## src/rtl/z_core_mdu.sv

```systemverilog
// z_core_mdu: multi-cycle RV32M-style multiply/divide unit, generic in XLEN.
// Radix-2 shift-add multiply and restoring divide on magnitudes. Sign correction
// is applied when the result is loaded into mdu_out.
// Optional macro Z_CORE_MDU_FAST_MUL_EN: multiplies use a combinational
// XLEN x XLEN multiplier at accept instead of the iterative path.
module z_core_mdu #(
   parameter int unsigned XLEN = 32
) (
   input  logic            clk,
   input  logic            rstn,
   input  logic            mdu_valid,
   output logic            mdu_ready,
   input  logic [2:0]      mdu_op,
   input  logic [XLEN-1:0] mdu_in1,
   input  logic [XLEN-1:0] mdu_in2,
   input  logic            mdu_flush,
   output logic [XLEN-1:0] mdu_out,
   output logic            mdu_done
);

   localparam int unsigned     CntW    = $clog2(XLEN + 1);
   localparam logic [CntW-1:0] LastCnt = CntW'(XLEN);
   localparam logic [XLEN-1:0] MinNeg  = {1'b1, {(XLEN-1){1'b0}}};

   typedef enum logic [1:0] {StIdle, StCalc, StDone} state_t;

   state_t            state_q;
   logic [CntW-1:0]   cnt_q;
   logic [2:0]        op_q;
   logic              fast_q;
   logic              neg_q;
   logic [XLEN-1:0]   a_q;
   logic [2*XLEN-1:0] prod_q;
   logic [XLEN-1:0]   out_q;
   logic              done_q;

   logic              accept;
   logic              is_div;
   logic              in1_sgn;
   logic              in2_sgn;
   logic              acc_neg;
   logic              div_zero;
   logic              div_ovf;
   logic [XLEN-1:0]   mag1;
   logic [XLEN-1:0]   mag2;
   logic [XLEN-1:0]   fast_res;

   logic [XLEN:0]     mul_sum;
   logic [2*XLEN-1:0] mul_next;
   logic [XLEN:0]     div_shift;
   logic [XLEN-1:0]   div_sub;
   logic              div_ge;
   logic [2*XLEN-1:0] div_next;
   logic [2*XLEN-1:0] iter_next;
   logic [2*XLEN-1:0] prod_sc;
   logic [XLEN-1:0]   div_sel;
   logic [XLEN-1:0]   final_res;

   assign mdu_ready = (state_q == StIdle);
   assign mdu_out   = out_q;
   assign mdu_done  = done_q;
   assign accept    = mdu_valid & (state_q == StIdle) & ~mdu_flush;

   // Decode operand signedness, magnitudes and the divide special cases at accept
   always_comb begin
      is_div   = mdu_op[2];
      // ops 3/5/7 (MULHU, DIVU, REMU) are fully unsigned; MULHSU has unsigned in2
      in1_sgn  = mdu_in1[XLEN-1] & ~(mdu_op[0] & (mdu_op[1] | mdu_op[2]));
      in2_sgn  = mdu_in2[XLEN-1] & ~(mdu_op[0] & (mdu_op[1] | mdu_op[2]))
                 & (mdu_op != 3'd2);
      mag1     = in1_sgn ? -mdu_in1 : mdu_in1;
      mag2     = in2_sgn ? -mdu_in2 : mdu_in2;
      // remainder takes the dividend's sign, everything else the XOR of signs
      acc_neg  = (is_div & mdu_op[1]) ? in1_sgn : (in1_sgn ^ in2_sgn);
      div_zero = is_div & (mdu_in2 == '0);
      div_ovf  = is_div & ~mdu_op[0] & (mdu_in1 == MinNeg) & (mdu_in2 == '1);
      if (div_zero) begin
         fast_res = mdu_op[1] ? mdu_in1 : '1;
      end else begin
         fast_res = mdu_op[1] ? '0 : mdu_in1;
      end
   end

`ifdef Z_CORE_MDU_FAST_MUL_EN
   logic [2*XLEN-1:0] fmul_prod;
   assign fmul_prod = mag1 * mag2;
`endif

   // One shift-add or restoring-divide step, plus final sign correction
   always_comb begin
      mul_sum   = {1'b0, prod_q[2*XLEN-1:XLEN]} + {1'b0, a_q};
      mul_next  = prod_q[0] ? {mul_sum, prod_q[XLEN-1:1]} : {1'b0, prod_q[2*XLEN-1:1]};
      // upper half holds the partial remainder, lower half the dividend/quotient
      div_shift = prod_q[2*XLEN-1:XLEN-1];
      div_ge    = (div_shift >= {1'b0, a_q});
      div_sub   = div_shift[XLEN-1:0] - a_q;
      div_next  = div_ge ? {div_sub, prod_q[XLEN-2:0], 1'b1}
                         : {div_shift[XLEN-1:0], prod_q[XLEN-2:0], 1'b0};
      iter_next = op_q[2] ? div_next : mul_next;

      prod_sc   = neg_q ? -prod_q : prod_q;
      div_sel   = op_q[1] ? prod_q[2*XLEN-1:XLEN] : prod_q[XLEN-1:0];
      if (fast_q) begin
         final_res = prod_q[XLEN-1:0];
      end else if (op_q[2]) begin
         final_res = neg_q ? -div_sel : div_sel;
      end else if (op_q[1:0] == 2'd0) begin
         final_res = prod_sc[XLEN-1:0];
      end else begin
         final_res = prod_sc[2*XLEN-1:XLEN];
      end
   end

   // Control FSM and datapath registers
   always_ff @(posedge clk or negedge rstn) begin
      if (!rstn) begin
         state_q <= StIdle;
         cnt_q   <= '0;
         op_q    <= '0;
         fast_q  <= 1'b0;
         neg_q   <= 1'b0;
         a_q     <= '0;
         prod_q  <= '0;
         out_q   <= '0;
         done_q  <= 1'b0;
      end else begin
         unique case (state_q)
            StIdle: begin
               done_q <= 1'b0;
               if (accept) begin
                  op_q    <= mdu_op;
                  neg_q   <= acc_neg;
                  state_q <= StCalc;
                  // Results known at accept skip the iterations: the counter is
                  // preset so the next CALC cycle only loads the output.
                  if (div_zero | div_ovf) begin
                     fast_q <= 1'b1;
                     cnt_q  <= LastCnt;
                     a_q    <= '0;
                     prod_q <= {{XLEN{1'b0}}, fast_res};
                  end else if (is_div) begin
                     fast_q <= 1'b0;
                     cnt_q  <= '0;
                     a_q    <= mag2;
                     prod_q <= {{XLEN{1'b0}}, mag1};
                  end else begin
                     fast_q <= 1'b0;
`ifdef Z_CORE_MDU_FAST_MUL_EN
                     cnt_q  <= LastCnt;
                     a_q    <= mag1;
                     prod_q <= fmul_prod;
`else
                     cnt_q  <= '0;
                     a_q    <= mag1;
                     prod_q <= {{XLEN{1'b0}}, mag2};
`endif
                  end
               end
            end
            StCalc: begin
               if (mdu_flush) begin
                  state_q <= StIdle;
               end else if (cnt_q == LastCnt) begin
                  out_q   <= final_res;
                  done_q  <= 1'b1;
                  state_q <= StDone;
               end else begin
                  prod_q <= iter_next;
                  cnt_q  <= cnt_q + CntW'(1);
               end
            end
            StDone: begin
               done_q  <= 1'b0;
               state_q <= StIdle;
            end
            default: begin
               done_q  <= 1'b0;
               state_q <= StIdle;
            end
         endcase
      end
   end

endmodule

```

## config.mk

```make
export PLATFORM = sky130hd
export DESIGN_NAME = z_core_mdu
export DESIGN_NICKNAME = d
export VERILOG_FILES = /design/src/rtl/z_core_mdu.sv
export SDC_FILE = /design/constraint.sdc
export NUM_CORES = 1
export LEC_CHECK = 0
export CAP_MARGIN = 15
export CORE_UTILIZATION = 56
export DETAILED_ROUTE_END_ITERATION = 12
export PLACE_DENSITY = 0.84
export SYNTH_ARGS = -nofsm -noshare
export SYNTH_HDL_FRONTEND = slang
export SYNTH_SLANG_ARGS = --single-unit
```

## constraint.sdc

```tcl
create_clock -name clk -period 3.6 [get_ports clk]
set_input_delay 0.54 -clock clk [delete_from_list [all_inputs] [get_ports clk]]
set_output_delay 0.54 -clock clk [all_outputs]
set_load 0.1 [all_outputs]
```

## After elaboration in Yosys (flattened, before gate mapping)

Cells that the tools add are included.

- Bitwise operators: 17
- Eq/ne operators: 10
- $lt $le $gt $ge: 1
- Multiplexer cells: 36
- $add $sub $neg: 7
- Reduce and logical (&&, ||, !) cells: 9

Operator list:

| operator | number |
|---|---|
| two-way mux 32 bit | 14 |
| two-way mux 64 bit | 7 |
| case mux 64 bit (2 select lines) | 1 |
| negation 32 bit | 3 |
| equality test 32 bit (second input constant) | 2 |
| negation 64 bit | 1 |
| adder 32 x 32 -> 33 bit | 1 |
| greater-or-equal comparator 33 x 32 -> 1 bit | 1 |
| logical NOT 32 bit | 1 |
| subtractor 32 bit | 1 |
| two-way mux 6 bit | 4 |
| case mux 6 bit (2 select lines) | 1 |
| bitwise AND 1 bit | 11 |
| adder 6 x 1 -> 6 bit (second input constant) | 1 |
| equality test 6 bit (second input constant) | 1 |
| two-way mux 2 bit | 3 |
| inequality test 2 bit (second input constant) | 3 |
| AND reduction 2 bit | 3 |
| two-way mux 1 bit | 5 |
| logical NOT 2 bit | 2 |
| case mux 2 bit (2 select lines) | 1 |
| AND reduction 4 bit | 1 |
| inequality test 3 x 2 -> 1 bit (second input constant) | 1 |
| inequality test 3 bit (second input constant) | 1 |
| other kinds (7) | 10 |

- Output and inout bits: 34
- Input bits: 71
- Logic and storage cells: 89
- Flip-flop bits (word level): 142

## Logic depth before layout (Yosys ltp)

- Word-level depth: 10
- Mapped depth: 16
- Depth with buffers taken out: 14

## Least setup slack after synthesis

No wires, ideal clock.

- Path type: register to register
- Start point: reg op_q[1]
- End point: reg out_q[24], in the netlist mdu_out[24]
- Clock period less this slack: 3.992 ns
- Setup slack: -0.392 ns
- Required time: 3.531 ns
- Arrival: 3.923 ns
- Setup time: 0.069 ns
- Stages on the path, launching flop included: 17
- Path buffers: 5
- Cell sequence: dfrtp_1 -> clkbuf_1 -> buf_1 -> clkbuf_1 -> clkbuf_1 -> buf_1 -> mux2i_1 -> ha_1 -> o221ai_1 -> nor3_1 -> nand3_1 -> or2_2 -> o21ai_0 -> o221ai_1 -> o21a_1 -> a221oi_1 -> a22o_1

- Word-level cells in the longest chain between the ends: 5
- Elaborated cells on any way between the ends: 7
- Those cells by class: add/sub (1); mux (5); reduce/logical (1)

RTL lines:

| item | line | RTL |
|---|---|---|
| from (decl) | 29 | `logic [2:0] op_q;` |
| from (signal assigned) | 131 | `op_q <= mdu_op;` |
| two-way mux 32 bit | 102 | `div_sel = op_q[1] ? prod_q[2*XLEN-1:XLEN] : prod_q[XLEN-1:0];` |
| negation 32 bit | 106 | `final_res = neg_q ? -div_sel : div_sel;` |
| two-way mux 32 bit | 106 |  |
| two-way mux 32 bit * | 105 | `end else if (op_q[2]) begin` |
| two-way mux 32 bit * | 103 | `if (fast_q) begin` |
| to (signal assigned) | 164 | `out_q <= final_res;` |
| to (decl) | 34 | `logic [XLEN-1:0] out_q;` |

Mark *: on every way between the ends. The rest lies on a longest branch, timed or not.
A chain may end at the register's enable or synchronous reset.

## Final worst setup path

- Start point: reg prod_q[44]
- End point: reg prod_q[45]

- Word-level cells in the longest chain between the ends: 6
- Elaborated cells on any way between the ends: 9
- Those cells by class: add/sub (2); order compare (1); mux (6)

RTL lines:

| item | line | RTL |
|---|---|---|
| from (decl) | 33 | `logic [2*XLEN-1:0] prod_q;` |
| from (signal assigned) | 140 | `prod_q <= {{XLEN{1'b0}}, fast_res};` |
| from (signal assigned) | 145 | `prod_q <= {{XLEN{1'b0}}, mag1};` |
| from (signal assigned) | 155 | `prod_q <= {{XLEN{1'b0}}, mag2};` |
| adder 32 x 32 -> 33 bit (tied with other cells) | 91 | `mul_sum = {1'b0, prod_q[2*XLEN-1:XLEN]} + {1'b0, a_q};` |
| two-way mux 64 bit (on tied branches) | 92, 97 |  |
| two-way mux 64 bit * | 99 | `iter_next = op_q[2] ? div_next : mul_next;` |
| two-way mux 64 bit * | 163 | `end else if (cnt_q == LastCnt) begin` |
| two-way mux 64 bit * | 161 | `if (mdu_flush) begin` |
| case mux 64 bit (2 select lines) * | 127 | `unique case (state_q)` |

Mark *: on every way between the ends. The rest lies on a longest branch, timed or not. The select of a mux whose other input is x is not followed.

==> impl_metrics.toml <==
[power_and_ir_drop]
total_leakage_power_nw = 8.59
p_per_area_nw_per_um2 = 837
peakVddDrop_v = 0.000490

[placement]
place_area_um2 = 19100
port_buffers = 104
hpwl_um = 53900
pre_cts_slack_ns = -0.179
gp_congestion = 1.06
place_inst = 2793

[clock_tree]
cts_hold_buffers = 0
ctsRootBufferMaster = "clkbuf_16"
cts_tree = "done"
numClockSinks = 142
cts.path.max_buffers = 2
cts.clk_slew.worst_paths_ns = 0.07
cts_buffers = 17
insertion_delay_ns = 0.46
h-tree-depth = 4

[min_path]
hp-class = "input pin to asynchronous set/reset pin"

[route]
drtPass1Iterations = 10
num_vias = 18830
drc = 0
first_iter_violations = 2654
wl_um = 69200
wl_per_cell_um = 24.5
ant_nets = 0
viasPerCell = 6.66

[worst_setup_path]
crit_type = "register to register"
arrival_ns = 3.89
cp-end-kind = "register"
cp-start-kind = "register"
cp_max_fo = 10
crit_required_ns = 3.94

[finish]
final_common_cell = "nand2_1"
mostFrequentLayoutCells = "nand2_1, buf_4, a21oi_1, o21ai_0, nor2_1"
final_cells = 2827
drive_above_1_share_pct = 13.9
nets = 2573
synthToLayoutAreaGrowth_pct = 20.9
fin_area_um2 = 19700

[synth]
synth_top_area_share_pct = 21.8
syn_avg_cell_area_um2 = 7.27
synthArstFlopShare_pct = 100
synth_seq_cells = 142
netlist_area_um2 = 16300
ys_types = 74
synth_edf_count = 0
synthFlopType = "dfrtp_1"
netlist_top_cells_area = "dfrtp_1, a21oi_1, o21ai_0"
synthesis.instances = 2247
seq_area_frac_synth_pct = 21.8
yosys_warnings = 0
yosys.area.top_type = "dfrtp_1"
syn_nets = 2391

[timing]
tns_ns = 0
hold_slack_ns = 0.124
min_period_ns = 3.55
finalSetupViolCount = 0
maxSlewHeadroom_pct = 24.8
finClkSkew_ns = 0.0120
rsz0062_at_grt = "yes"
fmax_mhz = 282
worstMarginPinSlew_ns = 1.13
fin_crit_sh_pct = 98.6
hold_viol = 0
drv_slew = 0
setup_slack_ns = 0.0512

[global_routing]
grt_overflow = 0
grt_max_degree = 74
grt_usage_pct = 46.0
grt_pass1_wl_um = 106000
antenna_found_initial = 2
first_global_vias = 17960

[outcome]
status = "complete, no violations"

[die]
dieArea_um2 = 29800
fp.dieW_um = 173
coreArea_um2 = 28700
rows = 62
initial_core_util_pct = 56.9
pin_count = 105
dieHeight_um = 173

[flow_run]
cap_violations = 0
cells in the mapped netlist, drive strengths merged, types with 13 or more instances:
cell type	count
clkbuf	158
o41ai	14
xor2	79
and3	14
nand2b	29
or3	26
a211oi	35
a21o	44
ha	71
nor4	18
nand2	264
nor3	61
o31ai	46
o221ai	13
inv	74
buf	27
o21ai	207
o211ai	27
xnor2	116
nor2	163
nor2b	21
nand3	33
a21oi	235
a31oi	32
dfrtp	142
nand3b	14
mux2i	74
or4	19
nand4	21
registers in the layout (all words and copies together) (netlist names):
register  count
cnt_q         6
mdu_done      1
prod_q       64
a_q          32
fast_q        1
state_q       2
neg_q         1
op_q          3
mdu_out      32
power by group:
part / switching [W] / internal [W] / leakage [nW]
Clock: 0.000889 / 0.000922 / 0.278
Combinational: 0.00737 / 0.00474 / 6.49
Sequential: 0.000547 / 0.00205 / 1.82
Total: 0.00881 / 0.00770 / 8.59
area by class of cell:
class                           instances  area [um^2]
Timing Repair Buffer                  348         2950
Multi-Input combinational cell       1846        11900
Sequential cell                       142         3560
Clock inverter                         15          143
Inverter                               74          278
Clock buffer                           17          425
Fill cell                            2538         8970
Antenna cell                            1         2.50
Tap cell                              384          480
path summary, 6_finish.rpt:
path	from	endpoint	slack [ns]	depth (start not counted)
worst max-delay path	prod_q[44]$_DFFE_PN0P_	prod_q[45]$_DFFE_PN0P_	0.05	12
worst min-delay path	rstn	mdu_out[29]$_DFFE_PN0P_	0.12	1
worst max register to register	prod_q[44]$_DFFE_PN0P_	prod_q[45]$_DFFE_PN0P_	0.05	12
worst min register to register	mdu_out[7]$_DFFE_PN0P_	mdu_out[7]$_DFFE_PN0P_	0.48	2
max in group asynchronous	rstn	neg_q$_DFFE_PN0P_	2.65	2
min in group clk	mdu_out[7]$_DFFE_PN0P_	mdu_out[7]$_DFFE_PN0P_	0.48	2
critical path, cell delays in order, from the launching register on:
cell and delay, ns:
dfrtp_1 0.39, buf_4 0.20, ha_1 0.43, nand4_1 0.17
or3_1 0.39, nor4_1 0.51, a31oi_1 0.25, o21a_1 0.25
buf_4 0.20, buf_4 0.16, nand2_1 0.06, o211ai_1 0.11
a32o_1 0.31
per-layer routing:
| layer | part of all wire [%] | track usage [%] | wire length, um |
|---|---|---|---|
| met4 | 6.4 | 27.1 | 4450 |
| met5 | 0.020 | 0 | 14 |
| met2 | 44 | 71.8 | 30300 |
| met3 | 11 | 11.8 | 7720 |
| met1 | 39 | 57.3 | 26700 |
metrics by stage:
step	utilization (%)	power, W
after floorplan	-	0.0101
after global placement	66.4	0.0139
after detailed placement	66.4	0.0141
after CTS	68.4	0.0160
after global routing	68.8	0.0174
final	68.8	0.0165
cells by family after synthesis:
logic type / after synthesis / share of synthesized area (%)
compound gates: 762 / 29.0
buf+inv: 259 / 6.15
flops: 142 / 21.8
fa+ha+maj: 73 / 5.69
simple gates: 732 / 21.7
xor+xnor: 195 / 10.5
mux: 84 / 5.23
timing repair:
item / CTS / global route
endpoints found under the hold margin: 0 / 0
setup buffers: 0 / 1
endpoints found under the setup margin: 2 / 16
resized for setup: 1 / 24
Power figures use the tool's default switching activity.
